--- src/rtl/led_pattern_pkg.sv ---
// Shared types and register map for the LED pattern peripheral.
package led_pattern_pkg;

    typedef enum logic [1:0] {
        STATIC = 2'd0,
        BLINK  = 2'd1,
        ROTATE = 2'd2,
        BOUNCE = 2'd3
    } mode_t;

    typedef enum logic {
        LEFT  = 1'b0,
        RIGHT = 1'b1
    } dir_t;

    localparam logic ADDR_CTRL   = 1'b0;
    localparam logic ADDR_PERIOD = 1'b1;

    localparam int PAT_LSB  = 0;
    localparam int MODE_LSB = 8;
    localparam int EN_BIT   = 10;

    localparam logic PHASE_ON = 1'b1;

endpackage

--- src/rtl/led_prescaler.sv ---
// Reloading down-counter that paces the LED animation.
module led_prescaler #(
    parameter int                    PERIOD_W   = 24,
    parameter logic [PERIOD_W-1:0]   PERIOD_RST = 24'd4_999_999
) (
    input  logic                clk,
    input  logic                reset,
    input  logic [PERIOD_W-1:0] period,
    input  logic                restart,
    input  logic                enable,
    output logic                step
);

    logic [PERIOD_W-1:0] cnt_q;
    logic [PERIOD_W-1:0] cnt_d;

    // A restart always beats a pending step.
    assign step = enable && (cnt_q == '0) && !restart;

    always_comb begin
        cnt_d = cnt_q;
        if (restart) begin
            cnt_d = period;
        end else if (enable) begin
            if (cnt_q == '0) begin
                cnt_d = period;
            end else begin
                cnt_d = cnt_q - 1'b1;
            end
        end
    end

    always_ff @(posedge clk) begin
        if (reset) begin
            cnt_q <= PERIOD_RST;
        end else begin
            cnt_q <= cnt_d;
        end
    end

endmodule

--- src/rtl/led_pattern_ctrl.sv ---
// Avalon-MM LED peripheral: register file, animation state and read mux.
module led_pattern_ctrl
    import led_pattern_pkg::*;
#(
    parameter int                  LED_W      = 8,
    parameter int                  PERIOD_W   = 24,
    parameter logic [PERIOD_W-1:0] PERIOD_RST = 24'd4_999_999
) (
    input  logic             clk,
    input  logic             reset,
    input  logic             avs_s0_address,
    input  logic             avs_s0_read,
    output logic [31:0]      avs_s0_readdata,
    input  logic             avs_s0_write,
    input  logic [31:0]      avs_s0_writedata,
    output logic [LED_W-1:0] leds
);

    logic [LED_W-1:0]    pattern_q, pattern_d;
    mode_t               mode_q, mode_d;
    logic                en_q, en_d;
    logic [PERIOD_W-1:0] period_q, period_d;
    logic [LED_W-1:0]    work_q, work_d;
    logic                phase_q, phase_d;
    dir_t                dir_q, dir_d;
    logic [LED_W-1:0]    leds_q, leds_d;
    logic [31:0]         rdata_q, rdata_d;

    logic        wr_ctrl;
    logic        wr_period;
    logic        step;
    logic        edge_hold;
    logic [31:0] ctrl_rd;
    logic [31:0] period_rd;
    logic        wd_unused;

    assign wd_unused = ^avs_s0_writedata[31:24];

    assign wr_ctrl   = avs_s0_write && (avs_s0_address == ADDR_CTRL);
    assign wr_period = avs_s0_write && (avs_s0_address == ADDR_PERIOD);

    // Both ends lit, or nothing lit, leaves bounce with nowhere to go.
    assign edge_hold = (work_q == '0) ||
                       (work_q[LED_W-1] && work_q[0]);

    led_prescaler #(
        .PERIOD_W   (PERIOD_W),
        .PERIOD_RST (PERIOD_RST)
    ) u_prescaler (
        .clk     (clk),
        .reset   (reset),
        .period  (period_d),
        .restart (avs_s0_write),
        .enable  (en_q),
        .step    (step)
    );

    always_comb begin
        ctrl_rd                     = '0;
        ctrl_rd[PAT_LSB +: LED_W]   = pattern_q;
        ctrl_rd[MODE_LSB +: 2]      = mode_q;
        ctrl_rd[EN_BIT]             = en_q;
        period_rd                   = '0;
        period_rd[PERIOD_W-1:0]     = period_q;
        period_rd[31:24]            = leds_q[7:0];
    end

    always_comb begin
        pattern_d = pattern_q;
        mode_d    = mode_q;
        en_d      = en_q;
        period_d  = period_q;
        work_d    = work_q;
        phase_d   = phase_q;
        dir_d     = dir_q;
        rdata_d   = rdata_q;

        if (avs_s0_read) begin
            rdata_d = (avs_s0_address == ADDR_CTRL) ? ctrl_rd : period_rd;
        end

        if (wr_period) begin
            period_d = avs_s0_writedata[PERIOD_W-1:0];
        end

        if (wr_ctrl) begin
            pattern_d = avs_s0_writedata[PAT_LSB +: LED_W];
            mode_d    = mode_t'(avs_s0_writedata[MODE_LSB +: 2]);
            en_d      = avs_s0_writedata[EN_BIT];
            work_d    = avs_s0_writedata[PAT_LSB +: LED_W];
            dir_d     = LEFT;
            phase_d   = PHASE_ON;
        end else if (step) begin
            unique case (mode_q)
                STATIC: work_d = pattern_q;
                BLINK:  phase_d = ~phase_q;
                ROTATE: work_d = {work_q[LED_W-2:0], work_q[LED_W-1]};
                BOUNCE: begin
                    if (!edge_hold) begin
                        if (dir_q == LEFT) begin
                            if (work_q[LED_W-1]) begin
                                dir_d  = RIGHT;
                                work_d = work_q >> 1;
                            end else begin
                                work_d = work_q << 1;
                            end
                        end else begin
                            if (work_q[0]) begin
                                dir_d  = LEFT;
                                work_d = work_q << 1;
                            end else begin
                                work_d = work_q >> 1;
                            end
                        end
                    end
                end
                default: ;
            endcase
        end

        leds_d = work_d;
        if (mode_d == BLINK && phase_d != PHASE_ON) begin
            leds_d = '0;
        end
    end

    always_ff @(posedge clk) begin
        if (reset) begin
            pattern_q <= '0;
            mode_q    <= STATIC;
            en_q      <= 1'b0;
            period_q  <= PERIOD_RST;
            work_q    <= '0;
            phase_q   <= PHASE_ON;
            dir_q     <= LEFT;
            leds_q    <= '0;
            rdata_q   <= '0;
        end else begin
            pattern_q <= pattern_d;
            mode_q    <= mode_d;
            en_q      <= en_d;
            period_q  <= period_d;
            work_q    <= work_d;
            phase_q   <= phase_d;
            dir_q     <= dir_d;
            leds_q    <= leds_d;
            rdata_q   <= rdata_d;
        end
    end

    assign leds            = leds_q;
    assign avs_s0_readdata = rdata_q;

endmodule

--- config.mk ---
export PLATFORM = sky130hd
export DESIGN_NAME = led_pattern_ctrl
export DESIGN_NICKNAME = d
export VERILOG_FILES = /design/src/rtl/led_pattern_pkg.sv /design/src/rtl/led_prescaler.sv /design/src/rtl/led_pattern_ctrl.sv
export SDC_FILE = /design/constraint.sdc
export NUM_CORES = 1
export LEC_CHECK = 0
export ABC_CLOCK_PERIOD_IN_PS = 2150
export CORE_MARGIN = 8
export CORE_UTILIZATION = 51
export CTS_BUF_LIST = sky130_fd_sc_hd__clkbuf_8
export DETAILED_ROUTE_END_ITERATION = 16
export MAX_ROUTING_LAYER = met4
export PLACE_DENSITY = 0.87
export SLEW_MARGIN = 25
export SYNTH_ARGS = -nofsm -noshare
export SYNTH_HDL_FRONTEND = slang
export SYNTH_SLANG_ARGS = --single-unit
--- constraint.sdc ---
create_clock -name clk -period 2.15 [get_ports clk]
set_clock_uncertainty 0.15 [all_clocks]
set_input_delay 0.3225 -clock clk [delete_from_list [all_inputs] [get_ports clk]]
set_output_delay 0.3225 -clock clk [all_outputs]
set_load 0.01 [all_outputs]
# Word-level counts from Yosys, hierarchy flattened
# Index checks and enable logic that the tools add are counted.
dict set report totals {
  reg_bits 109
  in_bits 37
  wordCells 53
}
dict set report classes {
  addsub 1
  eq_ne 4
  mux 19
  bitwise 4
  n_reduce_logical 15
}
# cell count
set op_table {}
lappend op_table {{two-way mux 24 bit} 4}
lappend op_table {{two-way mux 8 bit} 6}
lappend op_table {{two-way mux 32 bit} 1}
lappend op_table {{logical NOT 24 bit} 1}
lappend op_table {{one-hot mux 8 bit (3 select lines)} 1}
lappend op_table {{subtractor 24 x 1 -> 24 bit (second input constant)} 1}
lappend op_table {{logical NOT 8 bit} 1}
lappend op_table {{logical AND 1 bit} 6}
lappend op_table {{two-way mux 1 bit} 6}
lappend op_table {{== test 2 x 1 -> 1 bit (second input constant)} 2}
lappend op_table {{== test 2 bit (second input constant)} 2}
lappend op_table {{NOT 1 bit} 4}
lappend op_table {{OR reduction 2 bit} 2}
lappend op_table {{AND reduction 3 bit} 1}
lappend op_table {{logical NOT 2 bit} 1}
lappend op_table {{two-way mux 2 bit} 1}
lappend op_table {{nonzero test 2 bit} 1}
lappend op_table {{logical NOT 1 bit} 1}
lappend op_table {{logical OR 1 bit} 1}

# Logic depth before layout (Yosys ltp)
# Gate-level depths: netlist of the first run.
dict set report logic_depth {
  depth_word 8
  ltp_mapped 9
  depth_no_buf 7
}

# Hierarchy
# Synthesis of the first run repeated with hierarchy kept, for this count alone.
dict set report unflattened {
  cells_unflattened 602
  hier_area_um2 5357.6
}
# module instances cells_each area_per_inst_um2 seq_area_each_um2
set by_module_without_submodules {}
lappend by_module_without_submodules {led_pattern_ctrl 1 394 3627.2 1701.6}
lappend by_module_without_submodules {led_prescaler 1 208 1730.4 480.5}

# Worst setup path after synthesis of the first run
# OpenSTA, ideal clock, no wires.
dict set report synth_timing {
  path_type {flip-flop to flip-flop}
  startpoint {reg u_prescaler.cnt_q[0]}
  endpoint {reg dir_q}
  arrival_ns 2.044
  t_required_ns 1.881
  setup_slack_ns -0.163
  stages_incl_launch_ff 9
  synth_period_minus_slack_ns 2.313
  cell_sequence {dfxtp_1 > inv_1 > ha_1 > nor4b_1 > and4_1 > clkbuf_1 > nand2_1 > or3b_1 > o221a_1}
}
dict set report synth_between {
  elab_chain_len 4
}
# element line
set synth_rtl {}
lappend synth_rtl {{start: declaration} led_prescaler.sv:14} ;# logic [PERIOD_W-1:0] cnt_q;
lappend synth_rtl {{start signal: assignment} led_prescaler.sv:37} ;# cnt_q <= cnt_d;
lappend synth_rtl {{logical NOT 24 bit} led_prescaler.sv:18} ;# assign step = enable && (cnt_q == '0) && !restart;
lappend synth_rtl {{logical AND 1 bit (2 in series)} led_prescaler.sv:18}
lappend synth_rtl {{AND reduction 3 bit (no line)} -}
lappend synth_rtl {{end signal: assignment} led_pattern_ctrl.sv:145} ;# dir_q <= dir_d;
lappend synth_rtl {{end: declaration} led_pattern_ctrl.sv:25} ;# dir_t dir_q, dir_d;
# Every way passes these cells.
# A chain may end at the register's enable or synchronous reset.

# Worst setup path in the final report of the first run
dict set report layout_timing {
  startpoint {reg u_prescaler.cnt_q[19]}
  endpoint {reg work_q[0]}
}
dict set report layout_between {
  elab_chain_len 5
}
# element line
set layout_rtl {}
lappend layout_rtl {{logical NOT 24 bit} led_prescaler.sv:18}
lappend layout_rtl {{logical AND 1 bit (2 in series)} led_prescaler.sv:18}
lappend layout_rtl {{two-way mux 8 bit} led_pattern_ctrl.sv:93} ;# end else if (step) begin
lappend layout_rtl {{two-way mux 8 bit} led_pattern_ctrl.sv:86} ;# if (wr_ctrl) begin
lappend layout_rtl {{end signal: assignment} led_pattern_ctrl.sv:143} ;# work_q <= work_d;
lappend layout_rtl {{end: declaration} led_pattern_ctrl.sv:23} ;# logic [LED_W-1:0] work_q, work_d;
# Every way passes these cells.

==> results of run 1 <==
## routing by layer
metal	vias up	wire length, um	share of wire [%]
met2	346	8870	48
met1	2684	7350	40
met5	-	0	0
li1	2533	-	-
met3	62	1600	8.7
met4	0	669	3.6
## power by group
group / total [uW] / internal [uW] / switching, uW
logic: 782 / 371 / 411
registers: 2190 / 2110 / 77.2
clock network: 1330 / 584 / 749
## cells by family after synthesis
family / count (synthesis) / share of synthesized area [%]
buffers and inverters: 52 / 4.08
flip-flops: 109 / 41.9
AND/OR/NAND/NOR: 242 / 23.5
adder cells (fa/ha/maj): 2 / 0.480
XOR/XNOR: 3 / 0.505
AO/OA/AOI/OAI: 159 / 21.0
multiplexers: 44 / 8.51
## how the worst max path moves through the flow
stage | start | end | cells past startpoint
global placement | avs_s0_write | u_prescaler.cnt_q[22] | 7
global route | u_prescaler.cnt_q[19] | work_q[0] | 5
CTS | u_prescaler.cnt_q[15] | work_q[0] | 5
floorplan | u_prescaler.cnt_q[15] | leds[0] | 6
detailed placement | avs_s0_write | work_q[0] | 6
finish | u_prescaler.cnt_q[19] | work_q[0] | 5
## synth_stat cells (all sizes together), types with 3 or more instances
cell type,number,area (sq um)
nor2b,23,144
and3,3,18.8
nand2,58,218
a21boi,7,52.6
nor4,13,81.3
a221o,5,50.1
a211oi,13,97.6
or3,3,18.8
o21ai,8,51.3
and2,3,18.8
o311ai,4,35.0
nor3,9,45.0
nand4,9,62.6
a32o,3,30.0
a31oi,10,62.6
or2,6,37.5
buf,7,43.8
mux2i,42,420
nand3,13,65.1
nor2,75,292
inv,8,30.0
nand2b,6,37.5
a21oi,65,325
o2bb2ai,4,35.0
and4,4,35.0
o211ai,9,67.6
nor4b,5,50.0
or4,5,37.5
a221oi,3,32.5
o32a,3,30.0
clkbuf,37,139
dfxtp,109,2180
## worst max-delay path: stages, from the launching register on
cell and delay, ns:
sky130_fd_sc_hd__dfxtp_1 0.34, sky130_fd_sc_hd__or4_4 0.57, sky130_fd_sc_hd__or4b_4 0.58, sky130_fd_sc_hd__o211a_1 0.25, sky130_fd_sc_hd__a221oi_2 0.25, sky130_fd_sc_hd__nor2_1 0.07
## cell type report
cell class                 instances  area (sq um)
tap                              136           170
clock inverter                     6          71.3
fill                             699          2750
sequential                       109          2190
multi-input combinational        450          3180
clock buffer                      10           138
inverter                           8          35.0
timing repair buffer             181          1610
## metrics by stage
| step | cell area (sq um) | setup TNS (ns) | worst slack (ns) | instances | total power (uW) |
|---|---|---|---|---|---|
| after floorplan | 5240 | -0.341 | -0.108 | 611 | 2560 |
| after global placement | 6710 | -5.79 | -0.253 | 874 | 2900 |
| after detailed placement | 6710 | -7.34 | -0.274 | 874 | 2920 |
| after CTS | 7060 | -3.64 | -0.170 | 893 | 4230 |
| after global routing | 7390 | -3.21 | -0.205 | 900 | 4440 |
| final | 7390 | -1.95 | -0.182 | 900 | 4310 |
## state kept, by name (all words and copies together) (netlist names)
name,flops
avs_s0_readdata,32
period_q,24
u_prescaler.cnt_q,24
leds,8
pattern_q,8
work_q,8
mode_q,2
dir_q,1
en_q,1
phase_q,1
## what timing repair did
action / 4_1_cts / 5_1_grt
pin swaps: 7 / 43
setup buffers: 3 / 9
endpoints found under the setup margin: 42 / 42
gates resized for setup: 24 / 63
==> impl_table.tex, run 1 <==
\begin{tabular}{lr}
\hline
Metric & Value \\
\hline
\multicolumn{2}{l}{\textbf{Status}} \\
Result of the run & complete, but fails checks \\
Violations in the final reports & setup timing \\
\multicolumn{2}{l}{\textbf{Drt}} \\
Post-route antenna net violation count & 0 \\
Final routed DRC violation total & 0 \\
Number of vias in the routed layout & 5,625 \\
Number of violations reported at the end of detailed-routing iteration 0 & 614 \\
Vias per cell & 6.25 \\
Wire length per cell & 20.5 um \\
Final Routed Wirelength & 18,500 um \\
Pre-antenna DRT Iters & 5 \\
\multicolumn{2}{l}{\textbf{STA}} \\
Post-Route Hold Slack & 0.220 ns \\
Peak clock frequency supported by timing & 429 MHz \\
Final worst slack & -0.182 ns \\
Number of pins with negative max-slew slack in the final report & 0 \\
Post-route minimum period & 2.33 ns \\
Setup repair after global routing missed its margin & yes \\
Worst slew margin relative to its limit & 60.1\% \\
Final setup violation count & 30 \\
Share of the clock period used by the worst path after layout & 108\% \\
Slew at the pin closest to its max-slew limit & 0.597 ns \\
Number of hold-slack violations in the final timing report & 0 \\
\multicolumn{2}{l}{\textbf{Yosys}} \\
Flip-flop and latch count after synthesis & 109 \\
Synth Instances & 611 \\
Dominant synthesized flop cell & sky130\_fd\_sc\_hd\_\_dfxtp\_1 \\
Cell variety after synth & 71 \\
Proportion of synthesized chip area in sequential cells & 41.9\% \\
Number of enable flip-flop cells after synthesis & 0 \\
Average instance area after synthesis & 8.52 sq um \\
Yosys warning count & 0 \\
Post-synthesis async set-or-reset flop share & 0\% \\
Synth Cell Area & 5210 sq um \\
Net Count, Synth & 650 \\
\multicolumn{2}{l}{\textbf{Layout}} \\
Most used cells in the layout excluding fill and tap cells & sky130\_fd\_sc\_hd\_\_dfxtp\_1 (104), sky130\_fd\_sc\_hd\_\_buf\_4 (100), sky130\_fd\_sc\_hd\_\_nor2\_1 (70) \\
Growth of design area from synthesis to finish & 42.0\% \\
Fraction of layout instances using a drive strength above 1 & 26.8\% \\
Utilization after layout & 72.9\% \\
Most common cell after layout, fill and taps aside & sky130\_fd\_sc\_hd\_\_dfxtp\_1 \\
Antenna cells & 0 \\
\# nets final & 798 \\
\multicolumn{2}{l}{\textbf{Hold path}} \\
Worst min-delay path startpoint & reset \\
Hold Path End & u\_prescaler.cnt\_q[1] \\
Worst hold-check path type & primary input to register \\
Worst Hold Path Cells & 3 \\
\multicolumn{2}{l}{\textbf{Floorplan}} \\
Row count & 37 \\
Horizontal die dimension & 117 um \\
Count of boundary I/O pins & 77 \\
Initial cell density of the core & 51.4\% \\
Overall die area & 13,700 sq um \\
Core ar. & 10,100 sq um \\
Overall die height & 117 um \\
\multicolumn{2}{l}{\textbf{Place}} \\
Detailed placer's ending HPWL & 13,000 um \\
Input/output buffers & 68 \\
Routability cong. & 0.983 \\
\multicolumn{2}{l}{\textbf{Clock network}} \\
Hold buffers post-CTS & 0 \\
Number of clock sinks & 109 \\
Number of buffers inserted during clock tree synthesis & 9 \\
H-tree lvl count & 3 \\
TritonCTS clock tree & built \\
CTS clk-pin slew, worst paths & 0.11 ns \\
Root cell of the clock tree & sky130\_fd\_sc\_hd\_\_clkbuf\_8 \\
Buffer levels on the longest clock path & 2 \\
Clock latency on the worst-skew pair & 0.38 ns \\
\multicolumn{2}{l}{\textbf{Setup path}} \\
WP data arrival & 2.43 ns \\
Critical path required time & 2.25 ns \\
Setup CP Type & register to register \\
Max FO, Critical Path & 4 \\
Reg-to-Reg Start & u\_prescaler.cnt\_q[19] \\
Element type at the critical path end & register \\
Worst Setup Start Kind & register \\
Worst reg2reg endpoint & work\_q[0] \\
Flop-to-flop setup slack & -0.18 ns \\
Worst reg-to-reg path cell count & 5 \\
\multicolumn{2}{l}{\textbf{Global route}} \\
Via count of the first global-routing pass & 5,354 \\
Pin count of the biggest net entering global routing & 51 \\
Met3 layer usage reported by global route & 4.41\% \\
Met1 demand-to-capacity share in global routing & 32.5\% \\
First-pass GRT wire length & 27,700 um \\
Busiest layer in global routing & met2 \\
Antenna violations before repair & 0 \\
Met2 Track Usage GR & 43.6\% \\
GRT Util Overall & 26.8\% \\
GRT Residual Overflow & 0 \\
\multicolumn{2}{l}{\textbf{Pwr}} \\
Maximum vdd ir drop & 0.000304 V \\
Power Density & 582 nW/um\^{}2 \\
Leak & 0.00288 uW \\
\multicolumn{2}{l}{\textbf{Run}} \\
Max-cap violations & 0 \\
\hline
\end{tabular}
No activity file was read; power rests on OpenSTA's default activity.
==> run 2, diff against run 1 <==
- ABC_CLOCK_PERIOD_IN_PS: 2150 -> unset
==> results of run 2 <==
No change in the layout: final DEF, timing and power equal those of run 1.
